[config.mk]
export PLATFORM = sky130hd
export DESIGN_NAME = knight_motion_ctrl
export DESIGN_NICKNAME = d
export VERILOG_FILES = /design/src/rtl/knight_motion_ctrl.sv
export SDC_FILE = /design/constraint.sdc
export NUM_CORES = 1
export LEC_CHECK = 0
export ABC_CLOCK_PERIOD_IN_PS = 2300
export BUFFER_PORTS_ARGS = -buffer_cell sky130_fd_sc_hd__buf_2
export CAP_MARGIN = 20
export CORE_MARGIN = 8
export CORE_UTILIZATION = 50
export DETAILED_ROUTE_END_ITERATION = 10
export GPL_TIMING_DRIVEN = 0
export PLACE_DENSITY = 0.74
export SYNTH_ARGS = -nofsm -noshare
export SYNTH_HDL_FRONTEND = slang
export SYNTH_SLANG_ARGS = --single-unit
export TNS_END_PERCENT = 10
[constraint.sdc]
create_clock -name frame_clk -period 2.3 [get_ports frame_clk]
set_input_delay 0.46 -clock frame_clk [delete_from_list [all_inputs] [get_ports frame_clk]]
set_output_delay 0.46 -clock frame_clk [all_outputs]
set_load 0.03 [all_outputs]
[src/rtl/knight_motion_ctrl.sv]
`default_nettype none
// ============================================================================
// Module   : knight_motion_ctrl
// Purpose  : Per-frame Knight movement/action sequencer (idle/walk/jump/fall/
//            attack) driving signed X/Y step commands, status and facing.
// Revision : 1.0 - initial release
// ============================================================================
module knight_motion_ctrl #(
   parameter int         WALK_STEP     = 2,
   parameter int         JUMP_STEP     = 6,
   parameter int         FALL_STEP     = 6,
   parameter int         JUMP_FRAMES   = 18,
   parameter int         ATTACK_FRAMES = 8,
   parameter int         ATTACK_CD     = 12,
   parameter logic [7:0] KEY_LEFT      = 8'h50,
   parameter logic [7:0] KEY_RIGHT     = 8'h4F,
   parameter logic [7:0] KEY_JUMP      = 8'h52,
   parameter logic [7:0] KEY_ATTACK    = 8'h1B
) (
   input  logic       frame_clk,
   input  logic       Reset,
   input  logic [7:0] keycode,
   input  logic       on_ground,
   input  logic       head_hit,
   output logic [9:0] x_step,
   output logic [9:0] y_step,
   output logic [3:0] status,
   output logic       facing_left,
   output logic       attack_active
);

   localparam int c_jw = $clog2(JUMP_FRAMES + 1);
   localparam int c_aw = $clog2(ATTACK_FRAMES + 1);
   localparam int c_cw = $clog2(ATTACK_CD + 1);

   localparam logic [c_jw-1:0] c_jcnt_last = c_jw'(JUMP_FRAMES - 1);
   localparam logic [c_aw-1:0] c_acnt_last = c_aw'(ATTACK_FRAMES - 1);
   localparam logic [c_cw-1:0] c_cd_load   = c_cw'(ATTACK_CD);

   localparam logic [9:0] c_walk_pos = 10'(WALK_STEP);
   localparam logic [9:0] c_walk_neg = 10'(-WALK_STEP);
   localparam logic [9:0] c_jump_neg = 10'(-JUMP_STEP);
   localparam logic [9:0] c_fall_pos = 10'(FALL_STEP);

   typedef enum logic [2:0] {
      ST_IDLE   = 3'd0,
      ST_WALK   = 3'd1,
      ST_JUMP   = 3'd2,
      ST_FALL   = 3'd3,
      ST_ATTACK = 3'd4
   } state_t;

   state_t          r_state;
   logic [7:0]      r_prev_key;
   logic [c_jw-1:0] r_jcnt;
   logic [c_aw-1:0] r_acnt;
   logic [c_cw-1:0] r_cd;
   logic [9:0]      r_x_step;
   logic [9:0]      r_y_step;
   logic            r_facing_left;
   logic            r_attack_active;

   logic [7:0] w_key;
   logic       w_left;
   logic       w_right;
   logic       w_jump_edge;
   logic       w_attack_edge;
   logic [9:0] w_air_x;
   logic [9:0] w_attack_y;

   // Unknown keycodes collapse to "no key" so they also count as a release.
   always_comb begin
      w_key = 8'h00;
      if (keycode == KEY_LEFT || keycode == KEY_RIGHT ||
          keycode == KEY_JUMP || keycode == KEY_ATTACK)
         w_key = keycode;
   end

   assign w_left        = (w_key == KEY_LEFT);
   assign w_right       = (w_key == KEY_RIGHT);
   assign w_jump_edge   = (w_key == KEY_JUMP)   && (r_prev_key != KEY_JUMP);
   assign w_attack_edge = (w_key == KEY_ATTACK) && (r_prev_key != KEY_ATTACK);
   assign w_air_x       = w_left ? c_walk_neg : (w_right ? c_walk_pos : 10'd0);
   assign w_attack_y    = on_ground ? 10'd0 : c_fall_pos;

   always_ff @(posedge frame_clk or posedge Reset) begin
      if (Reset) begin
         r_state         <= ST_IDLE;
         r_prev_key      <= 8'h00;
         r_jcnt          <= '0;
         r_acnt          <= '0;
         r_cd            <= '0;
         r_x_step        <= 10'd0;
         r_y_step        <= 10'd0;
         r_facing_left   <= 1'b0;
         r_attack_active <= 1'b0;
      end else begin
         r_prev_key <= w_key;
         if (r_state != ST_ATTACK && r_cd != '0)
            r_cd <= r_cd - 1'b1;

         case (r_state)
            ST_IDLE, ST_WALK: begin
               r_attack_active <= 1'b0;
               if (w_attack_edge && r_cd == '0) begin
                  r_state         <= ST_ATTACK;
                  r_acnt          <= '0;
                  r_attack_active <= 1'b1;
                  r_x_step        <= 10'd0;
                  r_y_step        <= w_attack_y;
               end else if (w_jump_edge && on_ground) begin
                  r_state  <= ST_JUMP;
                  r_jcnt   <= '0;
                  r_x_step <= w_air_x;
                  r_y_step <= c_jump_neg;
               end else if (!on_ground) begin
                  r_state  <= ST_FALL;
                  r_x_step <= w_air_x;
                  r_y_step <= c_fall_pos;
                  if (w_left)  r_facing_left <= 1'b1;
                  if (w_right) r_facing_left <= 1'b0;
               end else if (w_left || w_right) begin
                  r_state       <= ST_WALK;
                  r_x_step      <= w_air_x;
                  r_y_step      <= 10'd0;
                  r_facing_left <= w_left;
               end else begin
                  r_state  <= ST_IDLE;
                  r_x_step <= 10'd0;
                  r_y_step <= 10'd0;
               end
            end

            // Releasing the jump key cuts the rise short (variable jump height).
            ST_JUMP: begin
               r_x_step <= w_air_x;
               if (w_left)  r_facing_left <= 1'b1;
               if (w_right) r_facing_left <= 1'b0;
               if (head_hit || r_jcnt == c_jcnt_last || w_key != KEY_JUMP) begin
                  r_state  <= ST_FALL;
                  r_y_step <= c_fall_pos;
               end else begin
                  r_jcnt   <= r_jcnt + 1'b1;
                  r_y_step <= c_jump_neg;
               end
            end

            ST_FALL: begin
               r_x_step <= w_air_x;
               if (w_left)  r_facing_left <= 1'b1;
               if (w_right) r_facing_left <= 1'b0;
               if (on_ground) begin
                  r_state  <= (w_left || w_right) ? ST_WALK : ST_IDLE;
                  r_y_step <= 10'd0;
               end else begin
                  r_y_step <= c_fall_pos;
               end
            end

            ST_ATTACK: begin
               r_x_step <= 10'd0;
               r_y_step <= w_attack_y;
               if (r_acnt == c_acnt_last) begin
                  r_state         <= on_ground ? ST_IDLE : ST_FALL;
                  r_attack_active <= 1'b0;
                  r_cd            <= c_cd_load;
               end else begin
                  r_acnt          <= r_acnt + 1'b1;
                  r_attack_active <= 1'b1;
               end
            end

            default: begin
               r_state         <= ST_IDLE;
               r_x_step        <= 10'd0;
               r_y_step        <= 10'd0;
               r_attack_active <= 1'b0;
            end
         endcase
      end
   end

   assign x_step        = r_x_step;
   assign y_step        = r_y_step;
   assign status        = {1'b0, r_state};
   assign facing_left   = r_facing_left;
   assign attack_active = r_attack_active;

endmodule
`default_nettype wire
==> summary.txt <==
Outcome
  – Status: completed

Worst setup path
  – Critical setup path kind: reg -> reg
  – Req. time, crit path: 2.55 ns
  – Max FO, Critical Path: 9
  – Type of origin of the critical path: flop
  – Data arrival, critical path: 2.36 ns
  – CP Cell Sequence: buf_6, or3b_4, a311oi_2, nand4_1, or3_1, a21oi_1
  – Delay-heaviest family, CP: simple AND/OR/NAND/NOR gates
  – CP endpoint kind: flop
  – Max stage delay cell, worst path: or3b_4
  – Worst Path Buf+Inv: 1
  – Crit-path max cell delay: 0.42 ns

GRT
  – Initial antenna violation count: 0
  – Gr usage total: 0.134
  – Largest net degree at the start of global routing: 17
  – Total grt overflow: 0
  – First-pass GRT wire length: 5.87 mm
  – Vias in the first global route: 1294

Synth
  – Largest family of logic cells by synthesized area: simple AND/OR/NAND/NOR gates
  – Cell Area, Synth: 1750 um^2
  – Async set or reset register ratio after synthesis: 1.00
  – Post-synthesis mux area share: 0.0236
  – Yosys cell types: 55
  – Most used DFF post-synth: dfrtp_1
  – Yosys reg bits: 31
  – Post-synth EDFFs: 0
  – Post-Synth Simple-Gate Area: 0.242
  – Adder-cell share of the synthesized area: 0.0357
  – Cells after Synth: 180
  – Ys Warns: 0
  – Synth Area in XOR/XNOR: 0.0150
  – Sequential area share after synthesis: 0.443
  – Compound-Gate Fraction of Synth Area: 0.136
  – Mean Syn Cell Area: 9.73 um^2

Timing
  – Minimum clock period: 2.11 ns
  – Hold Slack: 0.219 ns
  – Endpoints failing setup: 0
  – Slew Limit Headroom: 0.509
  – Worst slew pin tran: 0.727 ns
  – Final Max Slew Viols: 0
  – Period Utilization, post-route: 0.917
  – RSZ-0062 raised after global routing: no
  – Sum Neg Setup Slack: 0 ns
  – Fmax: 0.474 GHz
  – Final WS setup: 0.192 ns
  – Final Hold Viols: 0
  – Max Clock Skew: 0.0128 ns

Clock network
  – CTS resizes: 0
  – CTS sink cnt: 31
  – Total setup buffers inserted after CTS: 0
  – H-tree Lvls: 2
  – CTS tree: done
  – Worst-Skew Late Latency: 0.33 ns
  – CTS root buffer: clkbuf_4
  – Cts bufs inserted: 5
  – Clock transition at path regs: 0.10 ns
  – Bufs on Longest Clock Path: 2
  – Cts hold-fix bufs: 0

Layout
  – Seq. cell area: 776 um^2
  – Final core utilization: 0.619
  – Ant diodes: 0
  – Area occupied by multi-input gates: 816 um^2
  – Layout Area Growth over Synthesis: 18.9%
  – Post-route insts no fill: 272
  – Finished Cell Area: 2080 um^2
  – Share of post-route cells with drive strength above 1: 0.319
  – Fillcell total: 318
  – Fin nets: 243

Run
  – Max-Cap Viols: 0

Die
  – Placeable Area: 3360 um^2
  – Initial core utilization: 0.521
  – Die X: 75.2 um
  – Die footprint: 5650 um^2
  – Die extent in y: 75.2 um
  – Ports: 38
  – # rows: 21

Power
  – Final Power: 1.58 mW
  – Maximum VDD drop: 0.415 mV
  – Lkg Pwr: 1.09 nW
  – Pwr Density: 760 nW/um^2

Route
  – DR vias/cell: 5.11
  – Iter 0 DRT Violations: 124
  – Drt wl/cell: 12.8 um
  – Number of remaining DRC errors: 0
  – Via Count: 1391
  – Detail Route Antenna Nets: 0
  – Post-Route WL: 3.48 mm
  – Pre-antenna DRT Iters: 4

Place
  – Placed instance count: 265
  – IO buf count: 34
  – Place WS: 0.0143 ns
  – RePlAce Congestion: 0.779
  – Placed cell area: 2020 um^2
  – DP HPWL: 2.75 mm

Min path
  – Hold/Removal Path Class: in -> async
## cell usage in the layout (no fill, tap or decap), drive strengths merged, types with 7 or more instances in the layout
| cell | count |
|---|---|
| clkbuf | 8 |
| nand2 | 16 |
| buf | 53 |
| nor2 | 16 |
| inv | 7 |
| a21oi | 7 |
| o21ai | 10 |
| dfrtp | 31 |
## state kept, by name (all words and copies together) (netlist names)
signal and flops:
r_acnt 4, r_cd 4, r_state 3, facing_left 1
r_prev_key 8, x_step 2, r_jcnt 5, attack_active 1
y_step 3
## metal layers
layer | track usage | wire, um | vias to the layer above
li1 | - | - | 714
met1 | 0.176 | 1640 | 626
met2 | 0.208 | 1550 | 47
met3 | 0.0426 | 267 | 4
met4 | 0.0320 | 21 | 0
met5 | 0 | 0 | -
## kinds of logic after synthesis
family | count (synthesis)
AOI/OAI and AO/OA | 34
xor gates and xnor gates | 3
adders and majority gates | 5
buffers and inverters | 27
DFF | 31
muxes | 4
other | 1
and+or+nand+nor | 75
## Yosys cell counts (all sizes together) (4+ instances only)
master	count	area share
ha	5	0.036
nand3	4	0.011
nor2	16	0.034
nand2	16	0.034
buf	18	0.078
dfrtp	31	0.44
a21oi	7	0.020
inv	7	0.015
o21ai	10	0.031
nand4	4	0.014
and3	4	0.015
nor2b	5	0.018
## power breakdown
part | total [mW] | leakage (nW) | internal, mW | switching, mW
logic | 0.562 | 0.664 | 0.237 | 0.325
clock network | 0.317 | 0.0341 | 0.141 | 0.176
registers | 0.704 | 0.389 | 0.632 | 0.0720
total | 1.58 | 1.09 | 1.01 | 0.573
## area by class of cell
| cell class | instances | share of cell area |
|---|---|---|
| Multi-Input combinational cell | 126 | 0.392 |
| Sequential cell | 31 | 0.372 |
| Timing Repair Buffer | 35 | 0.0949 |
| Buffer | 20 | 0.0739 |
| Tap cell | 46 | 0.0276 |
| Clock buffer | 6 | 0.0246 |
| Inverter | 7 | 0.0126 |
| Clock inverter | 1 | 0.00240 |
## worst paths after layout
check	from	endpoint	slack, ns	cells after the start
hold / removal	Reset	y_step[2]$_DFF_PP0_	0.22	2
setup reg to reg	r_state[0]$_DFFE_PP0P_	r_jcnt[4]$_DFFE_PP0P_	0.19	6
min in group frame_clk	keycode[3]	facing_left$_DFFE_PP0P_	0.41	2
max in group asynchronous	Reset	r_prev_key[4]$_DFF_PP0_	1.56	3
setup / recovery	r_state[0]$_DFFE_PP0P_	r_jcnt[4]$_DFFE_PP0P_	0.19	6
hold reg to reg	r_cd[1]$_DFF_PP0_	r_cd[1]$_DFF_PP0_	0.52	2
Power figures use the tool's default switching activity.
